--- config.mk ---
export PLATFORM = sky130hd
export DESIGN_NAME = nibble_serial_add_ctrl_flat
export DESIGN_NICKNAME = d
export VERILOG_FILES = /design/src/rtl/nibble_serial_add_ctrl_if.sv /design/src/rtl/nibble_serial_add_ctrl.sv /design/src/flat_wrapper.sv
export SDC_FILE = /design/constraint.sdc
export NUM_CORES = 1
export LEC_CHECK = 0
export ABC_CLOCK_PERIOD_IN_PS = 6200
export CAP_MARGIN = 20
export CORE_ASPECT_RATIO = 0.8
export CORE_MARGIN = 8
export CORE_UTILIZATION = 65
export DETAILED_ROUTE_END_ITERATION = 8
export DONT_BUFFER_PORTS = 1
export HOLD_SLACK_MARGIN = 0.15
export PLACE_DENSITY = 0.81
export SLEW_MARGIN = 15
export SYNTH_ARGS = -nofsm -noshare
export SYNTH_HDL_FRONTEND = slang
export SYNTH_SLANG_ARGS = --single-unit
--- constraint.sdc ---
create_clock -name clk -period 6.2 [get_ports clk]
set_input_delay 1.24 -clock clk [delete_from_list [all_inputs] [get_ports clk]]
set_output_delay 1.24 -clock clk [all_outputs]
set_load 0.01 [all_outputs]
--- src/rtl/nibble_serial_add_ctrl_if.sv ---
// Handshake and data bundle for nibble_serial_add_ctrl.
// The sub port exists only when NIBBLE_ADD_SUB_EN is defined.
interface nibble_serial_add_ctrl_if #(
  parameter int unsigned WIDTH = 16
);
  logic             in_valid;
  logic             in_ready;
  logic [WIDTH-1:0] a;
  logic [WIDTH-1:0] b;
  logic             cin;
`ifdef NIBBLE_ADD_SUB_EN
  logic             sub;
`endif
  logic             out_valid;
  logic             out_ready;
  logic [WIDTH-1:0] sum;
  logic             cout;
  logic             busy;

`ifdef NIBBLE_ADD_SUB_EN
  modport master (
    output in_valid, a, b, cin, sub, out_ready,
    input  in_ready, out_valid, sum, cout, busy
  );
  modport slave (
    input  in_valid, a, b, cin, sub, out_ready,
    output in_ready, out_valid, sum, cout, busy
  );
`else
  modport master (
    output in_valid, a, b, cin, out_ready,
    input  in_ready, out_valid, sum, cout, busy
  );
  modport slave (
    input  in_valid, a, b, cin, out_ready,
    output in_ready, out_valid, sum, cout, busy
  );
`endif
endinterface

--- src/rtl/nibble_serial_add_ctrl.sv ---
// WIDTH-bit adder built from one 4-bit ripple-carry stage reused over WIDTH/4 cycles, LSB first.
// Define NIBBLE_ADD_SUB_EN to add a subtract mode (a - b) selected by bus.sub at accept.
module nibble_serial_add_ctrl #(
  parameter int unsigned WIDTH = 16
) (
  input logic                     clk,
  input logic                     rst,
  nibble_serial_add_ctrl_if.slave bus
);

  localparam int unsigned NIB  = WIDTH / 4;
  localparam int unsigned IdxW = (NIB > 1) ? $clog2(NIB) : 1;
  localparam logic [IdxW-1:0] LastIdx = IdxW'(NIB - 1);

  if (((WIDTH % 4) != 0) || (WIDTH < 4)) begin : g_bad_width
    $error("nibble_serial_add_ctrl: WIDTH must be a multiple of 4 and at least 4");
  end

  typedef enum logic [1:0] {StIdle, StRun, StDone} state_e;

  // The 4-bit ripple-carry stage shared by every nibble step.
  function automatic logic [4:0] rca4(input logic [3:0] x, input logic [3:0] y, input logic c);
    logic [3:0] s;
    logic       cy;
    cy = c;
    for (int i = 0; i < 4; i++) begin
      s[i] = x[i] ^ y[i] ^ cy;
      cy   = (x[i] & y[i]) | (cy & (x[i] ^ y[i]));
    end
    return {cy, s};
  endfunction

  state_e                state_q, state_d;
  logic [NIB-1:0][3:0]   a_q, a_d;
  logic [NIB-1:0][3:0]   b_q, b_d;
  logic [NIB-1:0][3:0]   sum_q, sum_d;
  logic                  carry_q, carry_d;
  logic [IdxW-1:0]       idx_q, idx_d;
`ifdef NIBBLE_ADD_SUB_EN
  logic                  sub_q, sub_d;
`endif

  logic [3:0] b_nib;
  logic [4:0] nib_res;

  always_comb begin
    b_nib = b_q[idx_q];
`ifdef NIBBLE_ADD_SUB_EN
    if (sub_q) b_nib = ~b_nib;
`endif
    nib_res = rca4(a_q[idx_q], b_nib, carry_q);
  end

  always_comb begin
    state_d = state_q;
    a_d     = a_q;
    b_d     = b_q;
    sum_d   = sum_q;
    carry_d = carry_q;
    idx_d   = idx_q;
`ifdef NIBBLE_ADD_SUB_EN
    sub_d   = sub_q;
`endif
    unique case (state_q)
      StIdle: begin
        if (bus.in_valid) begin
          a_d     = bus.a;
          b_d     = bus.b;
          idx_d   = '0;
          sum_d   = '0;
          state_d = StRun;
`ifdef NIBBLE_ADD_SUB_EN
          sub_d   = bus.sub;
          // Two's-complement subtract: invert b and inject +1 as the initial carry.
          carry_d = bus.sub ? 1'b1 : bus.cin;
`else
          carry_d = bus.cin;
`endif
        end
      end
      StRun: begin
        sum_d[idx_q] = nib_res[3:0];
        carry_d      = nib_res[4];
        if (idx_q == LastIdx) begin
          state_d = StDone;
        end else begin
          idx_d = idx_q + 1'b1;
        end
      end
      StDone: begin
        if (bus.out_ready) state_d = StIdle;
      end
      default: state_d = StIdle;
    endcase
  end

  always_ff @(posedge clk) begin
    if (rst) begin
      state_q <= StIdle;
      a_q     <= '0;
      b_q     <= '0;
      sum_q   <= '0;
      carry_q <= 1'b0;
      idx_q   <= '0;
`ifdef NIBBLE_ADD_SUB_EN
      sub_q   <= 1'b0;
`endif
    end else begin
      state_q <= state_d;
      a_q     <= a_d;
      b_q     <= b_d;
      sum_q   <= sum_d;
      carry_q <= carry_d;
      idx_q   <= idx_d;
`ifdef NIBBLE_ADD_SUB_EN
      sub_q   <= sub_d;
`endif
    end
  end

  assign bus.in_ready  = (state_q == StIdle);
  assign bus.busy      = (state_q == StRun);
  assign bus.out_valid = (state_q == StDone);
  assign bus.sum       = sum_q;
  assign bus.cout      = carry_q;

endmodule

--- src/flat_wrapper.sv ---
// flat-port wrapper written by rule: the top's interface ports become plain ports
module nibble_serial_add_ctrl_flat 
#(
  parameter int unsigned WIDTH = 16
)
  (clk, rst, bus_in_valid, bus_a, bus_b, bus_cin, bus_out_ready, bus_in_ready, bus_out_valid, bus_sum, bus_cout, bus_busy);
  nibble_serial_add_ctrl_if #(.WIDTH(WIDTH)) bus_i ();
  input logic clk;
  input logic rst;
  input wire logic [$bits(bus_i.in_valid)-1:0] bus_in_valid;
  input wire logic [$bits(bus_i.a)-1:0] bus_a;
  input wire logic [$bits(bus_i.b)-1:0] bus_b;
  input wire logic [$bits(bus_i.cin)-1:0] bus_cin;
  input wire logic [$bits(bus_i.out_ready)-1:0] bus_out_ready;
  output wire logic [$bits(bus_i.in_ready)-1:0] bus_in_ready;
  output wire logic [$bits(bus_i.out_valid)-1:0] bus_out_valid;
  output wire logic [$bits(bus_i.sum)-1:0] bus_sum;
  output wire logic [$bits(bus_i.cout)-1:0] bus_cout;
  output wire logic [$bits(bus_i.busy)-1:0] bus_busy;
  assign bus_i.in_valid = bus_in_valid;
  assign bus_i.a = bus_a;
  assign bus_i.b = bus_b;
  assign bus_i.cin = bus_cin;
  assign bus_i.out_ready = bus_out_ready;
  assign bus_in_ready = bus_i.in_ready;
  assign bus_out_valid = bus_i.out_valid;
  assign bus_sum = bus_i.sum;
  assign bus_cout = bus_i.cout;
  assign bus_busy = bus_i.busy;
  nibble_serial_add_ctrl #(.WIDTH(WIDTH)) u_core (.clk(clk), .rst(rst), .bus(bus_i));
endmodule
==> metrics.cfg <==
[synth]
yosys-top-cells-count=69 x nand2_1, 53 x dfxtp_1, 35 x a21oi_1, 18 x inv_1, 17 x o32ai_1
yosysWarnings=0
netlist_area_um2=2320
synth_compound_gate_area_share=0.146
yosysSeqAreaShare=0.456
synth_most_common_cell=nand2_1
syn_nets=297
muxShareOfSynthArea=0.0775
async_reset_ff_frac=0
yosysTopAreaCell=dfxtp_1
synth_top_family_by_area=simple AND/OR/NAND/NOR gates
synth_edf_count=0
synth_area_leaders=dfxtp_1 46%, nand2_1 11%, mux4_2 7.8%
synth_cell_types=20
synth_flop_cell=dfxtp_1
synth_top_area_share=0.456
synthAdderAreaFrac=0.0560
post_synth.cell_area_avg_um2=9.23
synth_xor_area_frac=0
synth_cells=252
yosys_register_bits=53
yosys.area_share.simple=0.187

[placed_design]
dpl.hpwl_mm=3.35
gp_congestion=0.751
io_buffers=0

[setup_path]
critical-path-top-delay-family=adder cells
crit_chain=mux4_2 -> inv_1 -> fa_1 -> inv_1 -> fa_1 -> inv_1 -> fa_1 -> inv_1 -> fa_1 -> nand2b_1 -> o32ai_1
critPathMaxStageDelay_ps=740
slowest_stage=dfxtp_1
crit_arrival_ps=3280
startpoint_type=flop
crit_start=u_core.idx_q[0]
worst-setup-path-type=flop to flop
rr_startpoint=u_core.idx_q[0]
cp-end-kind=flop
cp_max_fo=12
required_ps=6390
cp_num_buf_inv=4

[sta]
tns_ps=0
rsz0062_at_grt=false
min_period_over_period=0.499
clock.fmax_mhz=323
slew_headroom=0.522
worst_pin_slew_ps=716
fin_worst_skew_ps=7.40
drv_slew=0
period_minus_slack_ps=3090
setup_viol=0
finalHoldViolCount=0

[floorplan]
fp.dieW_um=82.9
io_pins=57
rows=19
die_h_um=69.5
die-area_um2=5760
start_util=0.679
core_area_um2=3420

[cells_and_area]
multi_input_area_um2=1080
seq_area_um2=1060
fillCellCount=294
drive_above_1_share=0.0823
nets=287
syn2layout_area_growth_pct=2.42
n_antenna_cell=0

[power]
vdd_drop_max_mv=0.219
finalPower_w=0.000650
p_per_area_nw_per_um2=273
p_leak_nw=0.844

[grt]
grt_use_total=0.170
grt_pass1_wl_mm=8.21
overflow=0
grt_pass1_vias=1698
grt_start_max_net_pins=66
antenna_found_initial=0

[routing]
via_per_inst=5.80
first_pass_iters=4
drtIter0Drc=136
post_drt_wl_per_cell_um=16.6
remaining_drc_errors=0
wirelength_mm=4.75
vias=1652
ant_nets=0

[worst_hold_path]
hp-start=u_core.b_q[12]
min_path_type=flop to flop

[clock_tree]
numCtsBuffers=5
ctsResizeCount=0
post-cts-setup-buffers=0
holdBufCountCts=0
ctsLongestPathBuffers=2
clock-sinks=53
cts_tree=done
clk_latency_ps=310
clk_pin_slew_ps=90
htreeDepth=2
cts-root-buf=clkbuf_8

[job]
maxCapViolations=0

[outcome]
status=completed

per-layer routing:
layer | part of all wire | track usage | routed length, µm | up-vias
met2 | 0.44 | 0.252 | 2080 | 56
met1 | 0.44 | 0.210 | 2110 | 755
met5 | 0 | 0 | 0 | -
li1 | - | - | - | 832
met4 | 0.020 | 0.0837 | 97 | 0
met3 | 0.098 | 0.0657 | 463 | 9
final cells by class:
| cell class | count | area share |
|---|---|---|
| Clock buffer | 7 | 0.0405 |
| Tap cell | 42 | 0.0221 |
| Timing Repair Buffer | 1 | 0.00631 |
| Clock inverter | 1 | 0.00210 |
| Sequential cell | 53 | 0.446 |
| Inverter | 18 | 0.0284 |
| Multi-Input combinational cell | 163 | 0.455 |
cells in the final DEF (no fill, tap or decap):
| cell type | netlist | routed |
|---|---|---|
| a22oi_1 | 1 | 1 |
| buf_8 | 0 | 1 |
| inv_1 | 18 | 18 |
| nor2b_1 | 2 | 2 |
| nand3b_1 | 4 | 4 |
| clkbuf_8 | 0 | 7 |
| nor2_1 | 1 | 1 |
| mux4_2 | 8 | 8 |
| or3b_4 | 2 | 2 |
| nand2_1 | 69 | 69 |
| a21oi_1 | 35 | 35 |
| nor3b_4 | 1 | 1 |
| o31ai_1 | 1 | 1 |
| fa_1 | 4 | 4 |
| nand2b_1 | 12 | 12 |
| or3_1 | 2 | 2 |
| o32ai_1 | 17 | 17 |
| ha_1 | 4 | 4 |
| dfxtp_1 | 53 | 53 |
| clkinv_2 | 0 | 1 |
path summary, 6_finish.rpt:
check                        to  slack [ps]  depth (start not counted)
max          u_core.bus.sum[11]        3110                         11
min              u_core.b_q[12]         450                          2
max reg2reg  u_core.bus.sum[11]        3110                         11
min reg2reg      u_core.b_q[12]         450                          2
tightest hold or removal path, cell delays in order, from the launching register on:
cell and delay, ps:
dfxtp_1 320, nand2_1 50, a21oi_1 50
logic make-up after synthesis:
kind of cell,Yosys count
AOI/OAI and AO/OA,54
buffers and inverters,36
muxes,8
DFF,53
adders and majority gates,8
and+or+nand+nor,93
flip-flops by register name, indices dropped and copies added, names as in the netlist:
register and flops:
u_core.a_q 16, u_core.b_q 16, u_core.bus.sum 16, u_core.idx_q 2, u_core.state_q 2, u_core.bus.cout 1
where the power goes:
| part | leakage (nW) | internal, W | switching (W) |
|---|---|---|---|
| logic | 0.357 | 0.0000309 | 0.0000395 |
| clock network | 0.0542 | 0.000101 | 0.000107 |
| registers | 0.433 | 0.000357 | 0.0000149 |
| total | 0.844 | 0.000489 | 0.000161 |
per-stage QoR:
stage                     utilization  cell area, µm²  hold slack (ps)  instances  worst slack [ps]
after CTS                       0.691            2370              453        284              3100
after detailed placement        0.662            2260              440        276              3110
final                           0.696            2380              450        285              3110
after global routing            0.696            2380              470        285              2890
after floorplan                     -            2320              433        252              3460
after global placement          0.662            2260              434        276              3200
Power figures use the tool's default switching activity.
